`src/rtl/bird_path_ctrl.sv`:
```
// bird_path_ctrl
//   Flight controller for a single bird in the duck-hunt core. It owns the
//   bird's position and heading, the flight timeout, and the shot/escape
//   outcome. It advances once per frame_tick. One instance is placed per bird.
//
// Ports
//   clk          system clock
//   reset_n      asynchronous active-low reset
//   enable       game running; low freezes everything except the LFSR
//   frame_tick   one-cycle pulse per video frame
//   spawn        start a new flight (IDLE only)
//   shot         one-cycle hit pulse (FLY only)
//   out_of_ammo  level; forces escape from FLY
//   x, y         registered bird position
//   dir          {dy_up, dx_right}
//   state        IDLE=0 FLY=1 SHOT=2 FALL=3 ESCAPE=4 DONE=5
//   flying       high in FLY, SHOT, FALL, ESCAPE
//   hit          sticky: the last flight ended by being shot
//   escaped      sticky: the last flight ended by escape
//   done         one-cycle pulse on the first cycle state reads DONE
module bird_path_ctrl #(
  parameter int         X_W           = 8,
  parameter int         Y_W           = 7,
  parameter int         X_MAX         = 152,
  parameter int         Y_MAX         = 96,
  parameter int         STEP          = 1,
  parameter int         ESCAPE_FRAMES = 300,
  parameter int         FREEZE_FRAMES = 15,
  parameter logic [7:0] SEED          = 8'hA5
) (
  input  logic           clk,
  input  logic           reset_n,
  input  logic           enable,
  input  logic           frame_tick,
  input  logic           spawn,
  input  logic           shot,
  input  logic           out_of_ammo,
  output logic [X_W-1:0] x,
  output logic [Y_W-1:0] y,
  output logic [1:0]     dir,
  output logic [2:0]     state,
  output logic           flying,
  output logic           hit,
  output logic           escaped,
  output logic           done
);

  typedef enum logic [2:0] {
    S_IDLE   = 3'd0,
    S_FLY    = 3'd1,
    S_SHOT   = 3'd2,
    S_FALL   = 3'd3,
    S_ESCAPE = 3'd4,
    S_DONE   = 3'd5
  } state_t;

  localparam int CNT_MAX = (ESCAPE_FRAMES > FREEZE_FRAMES) ? ESCAPE_FRAMES : FREEZE_FRAMES;
  localparam int CNT_W   = $clog2(CNT_MAX + 1);
  // Spawn comparison is done at the wider of the LFSR and the x coordinate.
  localparam int LW      = (X_W > 8) ? X_W : 8;

  localparam logic [X_W:0]     X_MAX_E = (X_W+1)'(X_MAX);
  localparam logic [X_W-1:0]   X_MAX_X = X_W'(X_MAX);
  localparam logic [X_W:0]     STEP_XE = (X_W+1)'(STEP);
  localparam logic [X_W-1:0]   STEP_X  = X_W'(STEP);
  localparam logic [Y_W:0]     Y_MAX_E = (Y_W+1)'(Y_MAX);
  localparam logic [Y_W-1:0]   Y_MAX_Y = Y_W'(Y_MAX);
  localparam logic [Y_W:0]     STEP_YE = (Y_W+1)'(STEP);
  localparam logic [Y_W-1:0]   STEP_Y  = Y_W'(STEP);
  localparam logic [CNT_W-1:0] ESC_C   = CNT_W'(ESCAPE_FRAMES);
  localparam logic [CNT_W-1:0] FRZ_C   = CNT_W'(FREEZE_FRAMES);
  localparam logic [LW-1:0]    X_MAX_L = LW'(X_MAX);

  state_t           state_reg, state_next;
  logic [X_W-1:0]   x_reg, x_next;
  logic [Y_W-1:0]   y_reg, y_next;
  logic [1:0]       dir_reg, dir_next;
  logic [CNT_W-1:0] cnt_reg, cnt_next;
  logic             hit_reg, hit_next;
  logic             escaped_reg, escaped_next;
  logic             flying_reg, flying_next;
  logic             done_reg, done_next;
  logic [7:0]       lfsr_reg;

  // Datapath helpers shared by the next-state and output logic.
  logic [X_W:0]     x_sum;
  logic [X_W-1:0]   x_mv;
  logic             x_bounce;
  logic [Y_W:0]     y_sum;
  logic [Y_W-1:0]   y_fall, y_rise, y_mv;
  logic             y_dn_ovf, y_up_unf, y_bounce;
  logic             dx_mv, dy_mv;
  logic [CNT_W-1:0] cnt_inc;
  logic [LW-1:0]    lfsr_w;
  logic [X_W-1:0]   spawn_x;

  // Free-running 8-bit Fibonacci LFSR, taps 8,6,5,4. Runs even while paused so
  // that spawn positions and turns differ between pauses.
  always_ff @(posedge clk or negedge reset_n) begin
    if (!reset_n) begin
      lfsr_reg <= SEED;
    end else begin
      lfsr_reg <= {lfsr_reg[6:0], lfsr_reg[7] ^ lfsr_reg[5] ^ lfsr_reg[4] ^ lfsr_reg[3]};
    end
  end

  always_comb begin : move_calc
    x_mv     = x_reg;
    x_bounce = 1'b0;
    // One extra bit on the sum so that stepping past X_MAX is visible.
    x_sum    = {1'b0, x_reg} + STEP_XE;
    if (dir_reg[0]) begin
      if (x_sum > X_MAX_E) begin
        x_mv     = X_MAX_X;
        x_bounce = 1'b1;
      end else begin
        x_mv = x_sum[X_W-1:0];
      end
    end else begin
      if (x_reg < STEP_X) begin
        x_mv     = '0;
        x_bounce = 1'b1;
      end else begin
        x_mv = x_reg - STEP_X;
      end
    end

    // y grows toward the ground; dy_up=1 means y decreasing.
    y_sum    = {1'b0, y_reg} + STEP_YE;
    y_dn_ovf = (y_sum > Y_MAX_E);
    y_fall   = y_dn_ovf ? Y_MAX_Y : y_sum[Y_W-1:0];
    y_up_unf = (y_reg < STEP_Y);
    y_rise   = y_up_unf ? '0 : (y_reg - STEP_Y);
    y_mv     = dir_reg[1] ? y_rise : y_fall;
    y_bounce = dir_reg[1] ? y_up_unf : y_dn_ovf;

    // A bounce already inverts the axis; a random turn is only considered on
    // an axis that did not bounce this frame.
    dx_mv = dir_reg[0] ^ (x_bounce | (lfsr_reg[1:0] == 2'b00));
    dy_mv = dir_reg[1] ^ (y_bounce | (lfsr_reg[3:2] == 2'b00));

    cnt_inc = cnt_reg + 1'b1;

    lfsr_w  = LW'(lfsr_reg);
    spawn_x = (lfsr_w > X_MAX_L) ? X_MAX_X : X_W'(lfsr_w);
  end

  // State register plus all registered outputs.
  always_ff @(posedge clk or negedge reset_n) begin
    if (!reset_n) begin
      state_reg   <= S_IDLE;
      x_reg       <= '0;
      y_reg       <= Y_MAX_Y;
      dir_reg     <= 2'b11;
      cnt_reg     <= '0;
      hit_reg     <= 1'b0;
      escaped_reg <= 1'b0;
      flying_reg  <= 1'b0;
      done_reg    <= 1'b0;
    end else begin
      state_reg   <= state_next;
      x_reg       <= x_next;
      y_reg       <= y_next;
      dir_reg     <= dir_next;
      cnt_reg     <= cnt_next;
      hit_reg     <= hit_next;
      escaped_reg <= escaped_next;
      flying_reg  <= flying_next;
      done_reg    <= done_next;
    end
  end

  // Next-state logic. In FLY a shot wins over both escape causes and does not
  // need a frame_tick.
  always_comb begin : next_state
    state_next = state_reg;
    if (enable) begin
      unique case (state_reg)
        S_IDLE:   if (spawn) state_next = S_FLY;
        S_FLY: begin
          if (shot)                                  state_next = S_SHOT;
          else if (out_of_ammo)                      state_next = S_ESCAPE;
          else if (frame_tick && (cnt_inc == ESC_C)) state_next = S_ESCAPE;
        end
        S_SHOT:   if (frame_tick && (cnt_inc == FRZ_C))   state_next = S_FALL;
        S_FALL:   if (frame_tick && (y_fall == Y_MAX_Y))  state_next = S_DONE;
        S_ESCAPE: if (frame_tick && (y_rise == '0))       state_next = S_DONE;
        S_DONE:   if (frame_tick)                         state_next = S_IDLE;
        default:  state_next = S_IDLE;
      endcase
    end
  end

  // Output / datapath next values.
  always_comb begin : output_logic
    x_next       = x_reg;
    y_next       = y_reg;
    dir_next     = dir_reg;
    cnt_next     = cnt_reg;
    hit_next     = hit_reg;
    escaped_next = escaped_reg;
    if (enable) begin
      unique case (state_reg)
        S_IDLE: begin
          if (spawn) begin
            x_next       = spawn_x;
            y_next       = Y_MAX_Y;
            dir_next     = {1'b1, lfsr_reg[0]};
            cnt_next     = '0;
            hit_next     = 1'b0;
            escaped_next = 1'b0;
          end
        end
        S_FLY: begin
          if (shot) begin
            cnt_next = '0;
          end else if (out_of_ammo) begin
            dir_next[1] = 1'b1;
          end else if (frame_tick) begin
            x_next   = x_mv;
            y_next   = y_mv;
            cnt_next = cnt_inc;
            // Escaping birds always head up.
            dir_next = {dy_mv | (cnt_inc == ESC_C), dx_mv};
          end
        end
        S_SHOT: if (frame_tick) cnt_next = cnt_inc;
        S_FALL: begin
          if (frame_tick) begin
            y_next = y_fall;
            if (y_fall == Y_MAX_Y) hit_next = 1'b1;
          end
        end
        S_ESCAPE: begin
          if (frame_tick) begin
            y_next = y_rise;
            if (y_rise == '0) escaped_next = 1'b1;
          end
        end
        default: ;
      endcase
    end
    flying_next = (state_next == S_FLY) || (state_next == S_SHOT) ||
                  (state_next == S_FALL) || (state_next == S_ESCAPE);
    // While paused state_next equals state_reg, so done cannot stretch.
    done_next   = (state_next == S_DONE) && (state_reg != S_DONE);
  end

  assign x       = x_reg;
  assign y       = y_reg;
  assign dir     = dir_reg;
  assign state   = state_reg;
  assign flying  = flying_reg;
  assign hit     = hit_reg;
  assign escaped = escaped_reg;
  assign done    = done_reg;

endmodule

```
`config.mk`:
```
export PLATFORM = sky130hd
export DESIGN_NAME = bird_path_ctrl
export DESIGN_NICKNAME = d
export VERILOG_FILES = /design/src/rtl/bird_path_ctrl.sv
export SDC_FILE = /design/constraint.sdc
export NUM_CORES = 1
export LEC_CHECK = 0
export ABC_CLOCK_PERIOD_IN_PS = 2450
export CAP_MARGIN = 5
export CORE_ASPECT_RATIO = 0.9
export CORE_MARGIN = 3
export CORE_UTILIZATION = 52
export DETAILED_ROUTE_END_ITERATION = 10
export PLACE_DENSITY = 0.79
export RECOVER_POWER = 25
export SYNTH_ARGS = -nofsm -noshare
export SYNTH_HDL_FRONTEND = slang
export SYNTH_SLANG_ARGS = --single-unit
```
`constraint.sdc`:
```
create_clock -name clk -period 2.45 [get_ports clk]
set_input_delay 0.245 -clock clk [delete_from_list [all_inputs] [get_ports clk]]
set_output_delay 0.245 -clock clk [all_outputs]
set_load 0.05 [all_outputs]
```
==> out/qor.log <==
INFO  run            maxCapViolCount=0
INFO  cells_and_area final_core_utilization=0.668
INFO  yosys          syn_nets=401
INFO  timing         post-route-period-util=0.952
INFO  placement      io_buffers=30
INFO  critical_path  cp.required=2610ps
INFO  placement      place.detailed.hpwl=6160um
INFO  floorplanning  die_height=78.5um
INFO  critical_path  cpMostUsedCell=sky130_fd_sc_hd__o21ai_0
INFO  yosys          postSynthAreaPerCell=7.86squm
INFO  clock_tree     cts_htree_levels=2
INFO  timing         hold_violations=0
INFO  route          finalWirelength=8220um
INFO  timing         setup_viol_count_final=0
INFO  pwr            sw_share=0.515
INFO  route          vias=3100
INFO  min_path       worst_hold_path_class=in2async
INFO  route          violation_count_after_the_first_detailed_route_iteration=262
INFO  critical_path  timing_worst_setup_path_type=reg2reg
INFO  critical_path  worstSetupStartpointType=flip-flop
INFO  grt            maximum_number_of_pins_on_one_net_before_global_route_repair=42
INFO  grt            antenna_found_initial=0
INFO  critical_path  crit_path_end_kind=flip-flop
INFO  yosys          synth_enable_flop_cells=0
INFO  yosys          yosys-top-cells-area=sky130_fd_sc_hd__dfrtp_1 27%, sky130_fd_sc_hd__dfstp_2 6.9%, sky130_fd_sc_hd__nor2_1 5.2%
INFO  yosys          synth_top_area_share=0.272
INFO  critical_path  r2r-start=x[0]
INFO  grt            first_global_vias=2810
INFO  clock_tree     tritoncts=built
INFO  floorplanning  floorplan.initialDensity=0.557
INFO  critical_path  critical_path.cell_chain=buf_4 -> inv_1 -> ha_2 -> or4b_4 -> nor2b_2 -> or2_4 -> a2bb2oi_1 -> a22oi_1 -> o21ai_0 -> o21ai_0
INFO  route          drt_pass1_iterations=5
INFO  route          drt-vias-per-instance=6.33
INFO  yosys          cell_count_after_synthesis=386
INFO  grt            combined_global_route_utilization_of_all_metal_layers=0.250
INFO  floorplanning  core_area=5440squm
INFO  route          ant_nets=0
INFO  grt            globalRoute.totalOverflow=0
INFO  clock_tree     cts_num_sinks=41
INFO  critical_path  timing.critical_path.slowest_stage_cell=sky130_fd_sc_hd__or4b_4
INFO  pwr            share_comb_of_total_power=0.651
INFO  critical_path  timing.critical_path.slowest_cell_delay=510ps
INFO  floorplanning  die_x=86.5um
INFO  yosys          synth_async_sr_flop_share=1.00
INFO  clock_tree     max-clock-path-buffers=2
INFO  pwr            power.density=1260nW/um^2
INFO  yosys          synth.yosys.seq_area_share=0.341
INFO  grt            grt_pass1_wl=13800um
INFO  pwr            seq_power_share=0.249
INFO  timing         final.setup_skew=7.43ps
INFO  route          post_drt_wl_per_cell=16.8um
INFO  pwr            worst_ir_drop_vdd=0.00107V
INFO  placement      gp_routability_congestion=1.02
INFO  yosys          synth_cell_area=3030squm
INFO  timing         unrepaired_setup_endpoints_after_global_routing=true
INFO  cells_and_area fraction_of_final_layout_cells_with_drive_strength_greater_than_1=0.137
INFO  timing         slew_violations=0
INFO  pwr            clkPwrFrac=0.101
INFO  run_status     outcome=finished clean
INFO  floorplanning  row_count=25
INFO  clock_tree     worst_skew_pair.late_latency=290ps
INFO  critical_path  regToRegEndpoint=x[3]
INFO  floorplanning  floorplan.io_pins=31
INFO  cells_and_area syn2layout_area_growth=19.8%
INFO  clock_tree     cts_root_buffer=sky130_fd_sc_hd__clkbuf_8
INFO  timing         timing.fmax=429MHz
INFO  critical_path  critical_path_peak_fanout=10
INFO  critical_path  worst-endpoint-arrival=2490ps
INFO  pwr            internal_power=2.23mW
INFO  cells_and_area largest_register_ffs=9
INFO  floorplanning  die-area=6790squm
INFO  pwr            static_leakage_power=1.50nW
INFO  yosys          yosys_register_bits=41
INFO  critical_path  reg2reg_slack=120ps
INFO  cells_and_area fill_cells=474
INFO  timing         final_critical_path_setup_slack=117ps
INFO  clock_tree     postCtsHoldBufs=0
INFO  timing         finalWorstPathRequiredPeriod=2330ps
INFO  yosys          yosysWarningCount=0
INFO  timing         relSlewSlack=0.390
INFO  yosys          yosysUniqueCellTypes=54
INFO  clock_tree     cts.clk_slew.worst_paths=90ps
INFO  critical_path  reg2reg_depth=10
INFO  cells_and_area finish.net_count=437
INFO  route          drt_drc_violations_left=0
INFO  yosys          yosysTopAreaCell=sky130_fd_sc_hd__dfrtp_1
INFO  timing         worst_pin_slew=916ps
INFO  clock_tree     cts_made_buffers=5
INFO  yosys          postSynth.topFlopCell=sky130_fd_sc_hd__dfrtp_1
INFO  pwr            total_switching_power=2.36mW
INFO  cells_and_area insertedDiodeCount=0
INFO  placement      pre_cts_ws=43.0ps
==> synth_stat cells, types with 9 or more instances <==
cell type                   n
sky130_fd_sc_hd__xnor2_1   12
sky130_fd_sc_hd__dfrtp_1   33
sky130_fd_sc_hd__nand4_1    9
sky130_fd_sc_hd__nand2_1   33
sky130_fd_sc_hd__inv_1     20
sky130_fd_sc_hd__xor2_1     9
sky130_fd_sc_hd__o21ai_0   23
sky130_fd_sc_hd__nor3_1    18
sky130_fd_sc_hd__nor2_1    42
sky130_fd_sc_hd__clkbuf_1  22
sky130_fd_sc_hd__nand3_1   13
sky130_fd_sc_hd__a21oi_1   30
sky130_fd_sc_hd__nand2b_1  12
==> stage by stage <==
| step | setup TNS [ps] | std cells | hold slack [ps] | area [sq um] | power [mW] |
|---|---|---|---|---|---|
| after floorplan | 0 | 386 | -50.6 | 3050 | 3.11 |
| after global placement | 0 | 481 | 388 | 3510 | 3.97 |
| after detailed placement | 0 | 481 | 412 | 3510 | 4.00 |
| after CTS | 0 | 489 | 91.8 | 3600 | 4.49 |
| after global routing | -5.99 | 490 | 129 | 3630 | 4.91 |
| final | 0 | 490 | 75.5 | 3630 | 4.59 |
==> worst max-delay path: cells and delay by family, from the launching register on <==
| family | cells | cell delay [ps] |
|---|---|---|
| AND/OR/NAND/NOR | 3 | 820 |
| adder cells (fa/ha/maj) | 1 | 210 |
| buffers and inverters | 2 | 250 |
| flip-flops | 1 | 410 |
| AO/OA/AOI/OAI | 4 | 510 |
==> repair_timing <==
item | in CTS | in global routing
setup buffers | 0 | 1
setup endpoints to repair | 0 | 7
gates resized for setup | 0 | 8
endpoints found under the hold margin | 0 | 0
==> cell families after synthesis <==
logic type | synth area share
muxes | 0.0198
and+or+nand+nor | 0.251
xor gates and xnor gates | 0.0606
DFF | 0.341
buffers and inverters | 0.0610
AOI/OAI and AO/OA | 0.233
adders and majority gates | 0.0330
==> layer usage <==
metal | routed length [um] | part of all wire | global-route usage
met4 | 149 | 0.018 | 0.0670
met2 | 3630 | 0.44 | 0.365
met5 | 0 | 0 | 0
met1 | 3830 | 0.47 | 0.375
met3 | 609 | 0.074 | 0.0472
==> worst max-delay path by stage <==
| stage | start | end | slack [ps] | depth (start not counted) |
|---|---|---|---|---|
| 6_report | x[0] | x[3] | 120 | 10 |
| 5_1_grt | x[0] | x[3] | -6 | 10 |
| 4_1_cts | x[0] | x[3] | 10 | 10 |
| 3_5_place_dp | x[0] | x[3] | 40 | 10 |
| 3_3_place_gp | x[0] | x[3] | 70 | 10 |
| 2_1_floorplan | y[1] | y[2] | 5 | 9 |
==> power groups by stage <==
stage	sequential, mW	clock, mW	combinational, mW
3_3_place_gp	1.13	0	2.83
4_1_cts	1.13	0.478	2.88
5_1_grt	1.17	0.506	3.23
2_1_floorplan	1.51	0	1.61
6_report	1.14	0.462	2.99
3_5_place_dp	1.14	0	2.86
==> placed cells by master, fill, tap and decap left out, types with 5 or more instances in the layout <==
cell type and count:
sky130_fd_sc_hd__nor2_1 42, sky130_fd_sc_hd__nand2_1 33, sky130_fd_sc_hd__a21oi_1 30, sky130_fd_sc_hd__clkdlybuf4s50_1 29, sky130_fd_sc_hd__dfrtp_1 28, sky130_fd_sc_hd__buf_4 26
sky130_fd_sc_hd__o21ai_0 22, sky130_fd_sc_hd__inv_1 20, sky130_fd_sc_hd__nor3_1 18, sky130_fd_sc_hd__nand3_1 13, sky130_fd_sc_hd__xnor2_1 12, sky130_fd_sc_hd__nand2b_1 12
sky130_fd_sc_hd__nand4_1 9, sky130_fd_sc_hd__xor2_1 9, sky130_fd_sc_hd__a211oi_1 8, sky130_fd_sc_hd__dfstp_2 8, sky130_fd_sc_hd__or3_1 6, sky130_fd_sc_hd__mux2i_1 6
sky130_fd_sc_hd__ha_1 6, sky130_fd_sc_hd__a31oi_1 5, sky130_fd_sc_hd__and3_1 5, sky130_fd_sc_hd__o22ai_1 5, sky130_fd_sc_hd__clkbuf_8 5
==> layout make-up <==
cell class,count,area [sq um],share of cell area
multi-input combinational,298,1850,0.508
timing repair buffer,56,490,0.135
tap,67,83.8,0.0231
clock inverter,3,25.0,0.00689
clock buffer,5,68.8,0.0189
inverter,20,75.1,0.0207
sequential,41,1040,0.288
Note: power is estimated with default switching activity, not from simulation.
